===== config.mk =====
export PLATFORM = sky130hd
export DESIGN_NAME = truth_table_sweeper
export DESIGN_NICKNAME = d
export VERILOG_FILES = /design/src/rtl/truth_table_sweeper.sv
export SDC_FILE = /design/constraint.sdc
export NUM_CORES = 1
export LEC_CHECK = 0
export CORE_ASPECT_RATIO = 0.9
export CORE_MARGIN = 4
export CORE_UTILIZATION = 47
export CTS_CLUSTER_SIZE = 10
export DETAILED_ROUTE_END_ITERATION = 16
export HOLD_SLACK_MARGIN = 0.06
export PLACE_DENSITY_LB_ADDON = 0.05
export SYNTH_ARGS = -nofsm -noshare
export SYNTH_HDL_FRONTEND = slang
export SYNTH_SLANG_ARGS = --single-unit

===== constraint.sdc =====
create_clock -name clk -period 1.8 [get_ports clk]
set_input_delay 0.36 -clock clk [delete_from_list [all_inputs] [get_ports clk]]
set_output_delay 0.36 -clock clk [all_outputs]
set_load 0.005 [all_outputs]

===== src/rtl/truth_table_sweeper.sv =====
// Sweeps all eight input combinations of a 3-input gate, samples its output after a
// programmable settle time, and compares the assembled truth table to an expected value.
module truth_table_sweeper #(
    parameter int unsigned SETTLE_CYCLES = 4
) (
    input  logic       clk,
    input  logic       rst_n,
    input  logic       start,
    input  logic       abort,
    input  logic [7:0] expected,
    output logic       dut_in1,
    output logic       dut_in2,
    output logic       dut_in3,
    input  logic       dut_out,
    output logic       busy,
    output logic       done,
    output logic [7:0] truth_table,
    output logic       match
);

    typedef enum logic [1:0] {IDLE, SETTLE, DONE} state_t;

    localparam logic [7:0] RELOAD = 8'(SETTLE_CYCLES - 1);

    state_t     state_q, state_d;
    logic [2:0] k_q, k_d;
    logic [7:0] cnt_q, cnt_d;
    logic [7:0] shadow_q, shadow_d;
    logic [7:0] exp_q, exp_d;
    logic [7:0] tt_q, tt_d;
    logic       match_q, match_d;
    logic       busy_q, busy_d;
    logic       done_q, done_d;
    logic [2:0] dut_in_q, dut_in_d;
    logic [7:0] full;

    always_comb begin
        state_d  = state_q;
        k_d      = k_q;
        cnt_d    = cnt_q;
        shadow_d = shadow_q;
        exp_d    = exp_q;
        tt_d     = tt_q;
        match_d  = match_q;
        busy_d   = 1'b0;
        done_d   = 1'b0;
        dut_in_d = '0;
        // Row k lands in bit (7-k) so row 000 is the MSB of the hex gate name.
        full = shadow_q;
        full[3'd7 - k_q] = dut_out;

        unique case (state_q)
            IDLE: begin
                if (start) begin
                    state_d  = SETTLE;
                    exp_d    = expected;
                    k_d      = '0;
                    cnt_d    = RELOAD;
                    shadow_d = '0;
                    busy_d   = 1'b1;
                end
            end
            SETTLE: begin
                if (abort) begin
                    state_d = IDLE;
                end else if (cnt_q == '0) begin
                    shadow_d = full;
                    if (k_q != 3'd7) begin
                        k_d      = k_q + 3'd1;
                        cnt_d    = RELOAD;
                        busy_d   = 1'b1;
                        dut_in_d = k_q + 3'd1;
                    end else begin
                        state_d = DONE;
                        tt_d    = full;
                        match_d = (full == exp_q);
                        done_d  = 1'b1;
                    end
                end else begin
                    cnt_d    = cnt_q - 8'd1;
                    busy_d   = 1'b1;
                    dut_in_d = k_q;
                end
            end
            DONE: begin
                state_d = IDLE;
            end
            default: begin
                state_d = IDLE;
            end
        endcase
    end

    always_ff @(posedge clk or negedge rst_n) begin
        if (!rst_n) begin
            state_q  <= IDLE;
            k_q      <= '0;
            cnt_q    <= '0;
            shadow_q <= '0;
            exp_q    <= '0;
            tt_q     <= '0;
            match_q  <= 1'b0;
            busy_q   <= 1'b0;
            done_q   <= 1'b0;
            dut_in_q <= '0;
        end else begin
            state_q  <= state_d;
            k_q      <= k_d;
            cnt_q    <= cnt_d;
            shadow_q <= shadow_d;
            exp_q    <= exp_d;
            tt_q     <= tt_d;
            match_q  <= match_d;
            busy_q   <= busy_d;
            done_q   <= done_d;
            dut_in_q <= dut_in_d;
        end
    end

    assign dut_in1     = dut_in_q[2];
    assign dut_in2     = dut_in_q[1];
    assign dut_in3     = dut_in_q[0];
    assign busy        = busy_q;
    assign done        = done_q;
    assign truth_table = tt_q;
    assign match       = match_q;

endmodule


; ---- After elaboration in Yosys (flattened, before gate mapping)
; Cells that the tools add are included.
[word_totals]
ff_bits = 43
output_inout_bits = 14
wordCells = 72
[op_classes]
n_addsub = 3
n_lt_le_gt_ge = 2
eq_ne = 10
mux = 35
bitwise_logic = 2
reduce_logical = 10
[op_table]
columns = cell, count
row1 = two-way mux 8 bit, 7
row2 = one-hot mux 8 bit (2 select lines), 2
row3 = two-way mux 3 bit, 8
row4 = != test 3 bit (second input constant), 4
row5 = AND reduction 4 bit, 3
row6 = two-way mux 1 bit, 9
row7 = bitwise mux 8 bit, 1
row8 = equality test 8 bit, 1
row9 = zero test 8 bit, 1
row10 = two-way mux 2 bit, 4
row11 = != test 2 bit (second input constant), 4
row12 = subtractor 8 x 1 -> 8 bit (second input constant), 1
row13 = one-hot mux 3 bit (2 select lines), 1
row14 = AND reduction 5 bit, 1
row15 = less-than comparator 3 x 4 -> 1 bit (second input constant), 1
row16 = one-hot mux 2 bit (2 select lines), 1
row17 = adder 3 x 1 -> 3 bit (second input constant), 1
row18 = demux 1 bit (select 3 bit), 1
row19 = >= comparator 3 x 1 -> 1 bit (second input constant), 1
row20 = AND reduction 3 bit, 1
row21 = subtractor 3 bit (first input constant), 1
row22 = equality test 2 x 1 -> 1 bit (second input constant), 1
row23 = zero test 2 bit, 1
row24 = NOT 1 bit, 2
row25 = other kinds (4), 4

; ---- Longest topological paths before layout
; Gate-level depths: netlist of the first run.
[logic_depth]
depth_word = 9
depth_mapped = 8
mapped_depth_nobuf = 7

; ---- Worst setup path after synthesis of the first run
; Ideal clock, no wire load.
[synth_path]
path_type = flip-flop to flip-flop
from = register cnt_q[0]
to = register k_q[0]
setup_ps = 125
arrival_ps = 1754
slack_ps = -79
stages_incl_launch_ff = 8
n_path_buf = 0
period_less_slack_ps = 1879
path_cell_list = dfrtp_1 > inv_1 > ha_1 > nor3b_4 > nand3b_4 > a211oi_4 > nand2_2 > mux2_4
[synth_via]
elab_chain_cells = 3
[synth_rtl]
columns = item, line_no
row1 = start: declaration, 27  ; logic [7:0] cnt_q, cnt_d;
row2 = start signal: assignment, 109  ; cnt_q <= cnt_d;
row3 = zero test 8 bit, 66  ; end else if (cnt_q == '0) begin
row4 = != test 2 bit (no line), -
row5 = AND reduction 5 bit (no line), -
row6 = end signal: assignment, 108  ; k_q <= k_d;
row7 = end: declaration, 26  ; logic [2:0] k_q, k_d;
; Every way passes these cells.
; A chain may end at the register's enable or synchronous reset.

; ---- Final worst setup path of the first run
; Same ends and word-level chain as after synthesis.

==> impl_summary.md, run 1 <==
Power and ir drop
IR analysis of the VDD net gives a maximum drop of 584.6 uV. Cell internal power was estimated by the tool at 0.001827 W. For this design the total switching power over the nets is 0.0008147 W. The share of power burned in combinational logic is 0.319.

Total power for the finished layout comes to 0.002642 W. The relative contribution of sequential cells to total power is 0.444. Of the total power, the share spent switching nets is 0.3083.

The power per unit of standard cell area is 832.4 nW/um^2. The share of total power dissipated in the clock network is 0.237. The leakage power summed over all cells is 1.391 nW.

Cells and area
Leaving out fill and tap cells, the most frequent cell in the layout is dfrtp_1. The antenna diode instance count is 0. The area growth from synthesis to final layout is 36.99%. After the last flow step, the layout net total stands at 304. The fraction of final layout cells with drive strength greater than 1 is 0.3438. The share of the core filled with cells in the final layout is 0.6894. In the layout the commonest cells are dfrtp_1 (43), buf_4 (38), clkdlybuf4s50_1 (25).

Clocking
The latest clock arrival within the worst-skew pair is 0.30 ns. The deepest level of the CTS H-tree is 2. TritonCTS built the clock tree.

The maximum number of buffers from clock root to sink is 2. The clock net in this run drives a total of 43 sinks. The clock edge transition at the registers on the reported setup and hold paths is 0.08 ns. The tree is rooted in a clkbuf_8. The number of clock buffers added by TritonCTS is 5.

Logic synthesis
The post-synthesis register bit count is 43. Yosys mapped the design onto 55 distinct sky130hd cell types. The total number of yosys warnings is 0. The synthesized netlist cell count is 216.

A synthesized cell averages 10.73 sq um. Among all flip-flop cells after synthesis, the most frequent one is dfrtp_1. After synthesis the cells add up to 2317 sq um. Of all flip-flops after synthesis, the portion carrying an async set or reset was 1.000. The synthesized net count is 232. For this run, the register share of the synthesized area comes to 0.4644. In this run, synthesis inferred 0 flip-flops with an integrated enable.

STA
In the post-route analysis, the smallest setup slack over all paths is -0.06470 ns. The time the worst path needs with I/O delays and setup is 1.865 ns. The final setup violation count is 19. The final hold violation count is 0. The final setup skew is 0.008378 ns. The slew at the pin with the worst max-slew slack is 0.5139 ns. Setup repair after global routing could not meet its margin everywhere. The final max-slew violation count is 0. The relative max-transition margin is 0.6574. For the final routed database, the setup TNS stands at -0.4817 ns. Static timing analysis puts the maximum clock frequency at 536.3 MHz. The final worst-path cycle share is 1.036. The final worst hold slack is 0.4921 ns.

Outcome
The flow ran to the end, but the final reports show violations. The checks that failed: negative setup slack.

Detailed routing
In the routed design, unresolved DRC markers number 0. Wires add up to 5.909 mm. The detailed-router iteration count before antenna repair is 4. The total number of vias is 1,933. The detail route stage leaves a number of antenna-violating nets equal to 0. The post-detailed-route wirelength per cell is 16.88 um. The detailed router finished its first iteration with 84 violations. Using the TritonRoute via totals, the vias-per-cell ratio works out to 5.523.

Critical path
Counting cells, the worst reg-to-reg path comes to 8. The worst setup path category is reg -> reg. STA classifies the critical path startpoint as a register. Traced cell by cell, the critical path runs through inv_2 > ha_4 > nor3b_4 > nand3b_4 > a211oi_4 > buf_6 > nand2_4 > mux2_4. The master of the slowest instance on the critical path is dfrtp_1. In this design, the stage delay of the slowest critical-path cell is 0.40 ns. Along the worst path, the maximum fanout reaches 5. The arrival time at the worst endpoint is 2.06 ns. The critical register-to-register path startpoint is cnt_q[0]$_DFFE_PN0P_.

The critical path data required time is 1.99 ns. In this run the register-to-register setup slack is -0.06 ns. STA classifies the critical path endpoint as a register.

The endpoint identified for the worst register-to-register timing path is k_q[0]$_DFFE_PN0P_.

Floorplan
Row generation in the floorplan step produced 23 rows. The chip width is 82.02 um. The chip height is 74.61 um. For this configuration, the core starts out at a cell density of 0.5033. The area enclosed by the die boundary is 6119 sq um. The total I/O pin count is 27. After floorplanning, the core was sized to cover 4604 sq um.

GRT
The number of antenna violations at the first check in global routing is 0. The first-pass GRT wire length is 9.563 mm. The overall routing resource usage is 0.2093.

The number of global-route vias before repair came to 1,997. For this run the aggregate overflow at the end of global routing stands at 0. The largest net degree at the start of global routing is 24.

Placement
Detailed placement ended at an HPWL of 4.155 mm. Routability-driven placement finished with a final weighted congestion of 0.8121. The total of buffers placed on input and output ports is 26.

Flow run
The number of maximum-capacitance constraint violations is 0.

Min path
Along the worst hold path, the cell count comes to 2. The min-delay analysis places its worst path in the category reg -> reg. The worst hold path startpoint is truth_table[6]$_DFFE_PN0P_. For hold timing, the worst endpoint is truth_table[6]$_DFFE_PN0P_.
-- stage by stage --
stage                     cell area (sq um)  setup slack [ns]  instances
after floorplan                        2320          -0.03849        216
after global placement                 2915           -0.1600        335
after detailed placement               2915           -0.1747        335
after CTS                              3090          -0.09512        348
after global routing                   3174           -0.1445        350
final                                  3174          -0.06470        350
-- flip-flops by register name, indices dropped and copies added, names as in the netlist --
name         count
cnt_q            8
done             1
shadow_q         8
truth_table      8
k_q              3
dut_in_q         3
state_q          2
match            1
exp_q            8
busy             1
-- power groups by stage --
stage	combinational (W)	clock, W	sequential, W
2_1_floorplan	0.000427	0	0.00116
3_3_place_gp	0.000687	0	0.00118
3_5_place_dp	0.000718	0	0.00119
4_1_cts	0.000784	0.000641	0.00117
5_1_grt	0.000908	0.000685	0.00119
6_report	0.000844	0.000626	0.00117
-- worst max path at each step --
stage | startpoint | end | slack [ns] | cells past startpoint
6_report | cnt_q[0]$_DFFE_PN0P_ | k_q[0]$_DFFE_PN0P_ | -0.06 | 8
3_3_place_gp | start | exp_q[2]$_DFFE_PN0P_ | -0.16 | 5
5_1_grt | cnt_q[1]$_DFFE_PN0P_ | k_q[0]$_DFFE_PN0P_ | -0.14 | 8
3_5_place_dp | start | exp_q[2]$_DFFE_PN0P_ | -0.17 | 5
4_1_cts | cnt_q[1]$_DFFE_PN0P_ | k_q[0]$_DFFE_PN0P_ | -0.1 | 8
2_1_floorplan | cnt_q[0]$_DFFE_PN0P_ | k_q[0]$_DFFE_PN0P_ | -0.04 | 7
-- cells in the mapped netlist, types with 3 or more instances --
library cell / n / area [sq um]
a31oi_1: 3 / 18.77
nand2b_1: 3 / 18.77
nand2_1: 21 / 78.83
nor3b_1: 3 / 22.52
a21oi_1: 12 / 60.06
mux2i_1: 6 / 60.06
buf_6: 4 / 45.04
and3b_1: 3 / 26.28
and3_1: 5 / 31.28
nor2b_1: 3 / 18.77
a22o_1: 8 / 70.07
dfrtp_1: 43 / 1076
xnor2_1: 6 / 52.55
nor3_1: 3 / 15.01
nor2_1: 6 / 22.52
o21ai_0: 18 / 90.09
clkbuf_1: 3 / 11.26
ha_1: 3 / 37.54
mux2_2: 10 / 112.6
inv_1: 8 / 30.03
-- layer usage --
metal  track usage  up-vias  wire (um)  part of all wire
met5             0        -          0                 0
met1        0.2792      950       2698              0.46
met4       0.07749        0        104             0.018
met2        0.3354       48       2867              0.49
li1              -      924          -                 -
met3       0.04785       11        238             0.040
-- worst max-delay path, delay by kind of cell, from the launching register on --
family,cells,cell delay [ns]
AO/OA/AOI/OAI,1,0.26
AND/OR/NAND/NOR,3,0.47
buffers and inverters,2,0.24
flip-flops,1,0.40
multiplexers,1,0.25
adder cells (fa/ha/maj),1,0.13
-- cell families (layout without fill, tap and decap cells) --
kind of cell | Yosys count | after routing | synth area share
AND/OR/NAND/NOR | 73 | 73 | 0.2117
AO/OA/AOI/OAI | 55 | 55 | 0.1571
flip-flops | 43 | 43 | 0.4644
buffers and inverters | 18 | 90 | 0.04319
multiplexers | 17 | 17 | 0.08099
XOR/XNOR | 7 | 7 | 0.02646
adder cells (fa/ha/maj) | 3 | 3 | 0.01620
-- cell type report --
| cell class | instances | area, sq um |
|---|---|---|
| clock inverter | 1 | 5.005 |
| multi-input combinational | 155 | 1214 |
| clock buffer | 6 | 82.58 |
| tap | 62 | 77.57 |
| timing repair buffer | 75 | 689.4 |
| fill | 352 | 1430 |
| inverter | 8 | 30.03 |
| sequential | 43 | 1076 |
-- repair_timing --
item	CTS	global route
gates resized for setup	13	20
endpoints found under the hold margin	20	0
hold buffers	1	0
buffers inserted	4	2
pin swaps	5	7
setup endpoints to repair	30	32
cloned	1	0
Power figures use the tool's default switching activity.
==> inputs of run 2 (changes only) <==
Settings changed: CORE_MARGIN 4 to 1, TNS_END_PERCENT set to 50.
==> run 2 against run 1 <==
The flow still finishes with violations (negative setup slack). Via count shrank 1.1%. Critical path depth did not move. Non-clock buffer count rose by 3. Die area is 15% lower. Maximum frequency grew 2.1%. Clock power is 23% higher. Clock skew grew 0.0025 ns. Final area rose by 1.8%. Global-route usage is 1.7 points higher. Sequential share of layout area is 0.59 points lower. First-iteration DRC count grew 21%. Critical path type unchanged. Largest cell class unchanged.
==> impl_summary.md, run 2 (synthesis results as in run 1) <==
Outcome
The run finished, with violations left. The checks that failed: negative setup slack.

Clocking
The number of buffers added by the clock tree synthesis step came to 5 (unchanged). The clock tree from TritonCTS is yes. The clock edge transition at the registers on the reported setup and hold paths came to 0.08 ns (about the same). The deepest level of the CTS H-tree is 2 (unchanged).

The maximum number of buffers from clock root to sink is 2 (unchanged). The root buffer cell is clkbuf_8. The CTS sink count is 43 (unchanged). The latest clock arrival within the worst-skew pair is 0.29 ns (about the same).

GRT
The first-pass GRT wire length was 9.018 mm (-5.7%). The overall routing resource usage is 0.2266 (+0.01726). The number of antenna violations at the first check in global routing is 0 (unchanged). The total congestion overflow after global routing came to 0 (unchanged). The number of global-route vias before repair came to 1,884 (-5.7%). The largest net degree at the start of global routing is 23 (-4.2%).

Placement
The last weighted congestion value of the routability-driven placer is 0.8314 (+2.4%). The pre-CTS setup slack is -0.1398 ns (+0.03489 ns). The total instance count after detailed placement is 336 (+0.30%). The total of buffers placed on input and output ports came to 26 (unchanged). The half-perimeter wire length of the detailed placement result is 3.951 mm (-4.9%).

Detailed routing
The final wirelength is 5.434 mm (-8.0%). The detailed-router iteration count before antenna repair is 4 (unchanged). The post-detailed-route wirelength per cell was 15.35 um (-9.1%). The residual DRC count is 0 (unchanged). The total number of vias is 1,912 (-1.1%). The number of antenna-violating nets in the routed design was 0 (unchanged). The initial DRC count was 102 (+21%). The number of vias per cell is 5.401 (-2.2%).

Power and ir drop
The leakage power summed over all cells came to 1.429 nW (+2.7%). The power per unit of standard cell area is 859.5 nW/um^2 (+3.3%). The total power of the final layout is 0.002777 W (+5.1%). The maximum VDD drop is 572.9 uV (-2.0%).

Critical path
The longest individual stage delay on the worst path is 0.40 ns (about the same). The largest fanout of any net on the critical path is 9 (+4). The worst setup path is captured at a register. The arrival time at the worst endpoint was 1.99 ns (-0.07 ns).

Traced cell by cell, the critical path runs through inv_2 > ha_4 > nor3b_4 > nand3b_4 > a211oi_4 > buf_6 > nand2_4 > mux2_4. The kind of start point of the critical path is a register. The worst setup path category is reg -> reg. For this design, the slowest cell found on the critical path is dfrtp_1. The critical path data required time came to 1.97 ns (-0.02 ns).

Cells and area
The combined flip-flop and latch cell area is 1076 sq um (unchanged). The top cell types in the final layout, fill and taps aside, are dfrtp_1 (43), buf_4 (42), clkdlybuf4s50_1 (25). The most common cell after layout, fill and taps aside is dfrtp_1. The fraction of final layout cells with drive strength greater than 1 is 0.3493 (+0.005565). The share of the core filled with cells in the final layout is 0.7016 (+0.01223). The multi-input gate area in the final layout was 1212 sq um (-0.10%). The antenna diode instance count is 0 (unchanged). The number of non-filler instances in the completed layout is 354 (+1.1%).

The area growth from synthesis to layout is 39.42%. The net count of the finished layout was 307 (+0.99%). The layout filler cell count was 345 (-2.0%).

STA
The final max-slew violation count is 0 (unchanged). Setup repair after global routing could not meet its margin everywhere. The final setup skew is 0.01091 ns (+0.002535 ns).

The relative max-transition margin came to 0.6565 (-0.0008570). The setup slack after layout was -0.02605 ns (+0.03866 ns). The final setup violation count came to 17 (-2). The maximum clock frequency is 547.6 MHz (+2.1%). The final hold violation count is 0 (unchanged). The final worst hold slack is 0.4860 ns (-0.006040 ns).

The slew at the pin with the worst max-slew slack is 0.5152 ns (+0.001286 ns). The time the worst path needs with I/O delays and setup came to 1.826 ns (-0.03866 ns). The final worst-path cycle share came to 1.014 (-0.02148).

Floorplan
The effective utilization at floorplan is 0.5033 (unchanged). The site row count is 23 (unchanged). The total I/O pin count is 27 (unchanged). The chip height is 68.61 um (-8.0%). The core outline area was 4604 sq um (unchanged). The area enclosed by the die boundary is 5215 sq um (-15%).

The chip width is 76.02 um (-7.3%).

Min path
The class of the worst hold path is reg -> reg.

Flow run
The number of maximum-capacitance constraint violations is 0 (unchanged).
==> run 2: changes by cell type in the layout (fill, tap and decap cells not counted), sizes merged <==
| cell | delta |
|---|---|
| bufinv | +1 |
| buf | +3 |
==> run 2: critical path: cells and delay by family (launching register included) <==
kind                       cells  cell delay, ns
and+or+nand+nor                3            0.48
DFF                            1            0.40
muxes                          1            0.25
buffers and inverters          2            0.24
AOI/OAI and AO/OA              1            0.21
adders and majority gates      1            0.13
==> run 2: repair_timing <==
| item | 4_1_cts | 5_1_grt |
|---|---|---|
| hold endpoints to repair | 21 | 0 |
| hold buffers | 1 | 0 |
| setup buffers | 6 | 3 |
| setup endpoints to repair | 30 | 34 |
| gates resized for setup | 13 | 10 |
| pin swaps | 6 | 10 |
==> run 2: worst paths after layout <==
check,end,slack [ns],start,cells after the start
max in group asynchronous,done$_DFF_PN0_,0.74,rst_n,3
min in group asynchronous,k_q[2]$_DFFE_PN0P_,0.58,rst_n,2
min,truth_table[6]$_DFFE_PN0P_,0.49,truth_table[6]$_DFFE_PN0P_,2
min reg2reg,truth_table[6]$_DFFE_PN0P_,0.49,truth_table[6]$_DFFE_PN0P_,2
max,k_q[0]$_DFFE_PN0P_,-0.03,cnt_q[1]$_DFFE_PN0P_,8
max reg2reg,k_q[0]$_DFFE_PN0P_,-0.03,cnt_q[1]$_DFFE_PN0P_,8
==> run 2: stage by stage <==
stage	cell area (sq um)	setup TNS, ns
global placement	2935	-2.207
finish	3231	-0.2406
CTS	3171	-0.1358
detailed placement	2935	-3.530
floorplan	2320	-0.03895
global route	3231	-2.560
==> run 2: layer usage <==
| layer | GRT usage | share of wire | up-vias |
|---|---|---|---|
| li1 | - | - | 933 |
| met1 | 0.3090 | 0.49 | 925 |
| met2 | 0.3670 | 0.46 | 46 |
| met3 | 0.04342 | 0.032 | 8 |
| met4 | 0.08173 | 0.016 | 0 |
| met5 | 0 | 0 | - |
==> run 2: area by class of cell <==
type                       instances  share of cell area
sequential                        43              0.3331
clock buffer                       6             0.02556
tap                               62             0.02401
timing repair buffer              78              0.2219
multi-input combinational        155              0.3753
clock inverter                     2             0.01084
inverter                           8            0.009295
==> run 2: report_power, final <==
part | total (W) | internal (W) | leakage, nW | switching [W]
Combinational | 0.000836 | 0.000468 | 0.798 | 0.000368
Clock | 0.000771 | 0.000449 | 0.0612 | 0.000321
Sequential | 0.00117 | 0.00106 | 0.570 | 0.000109
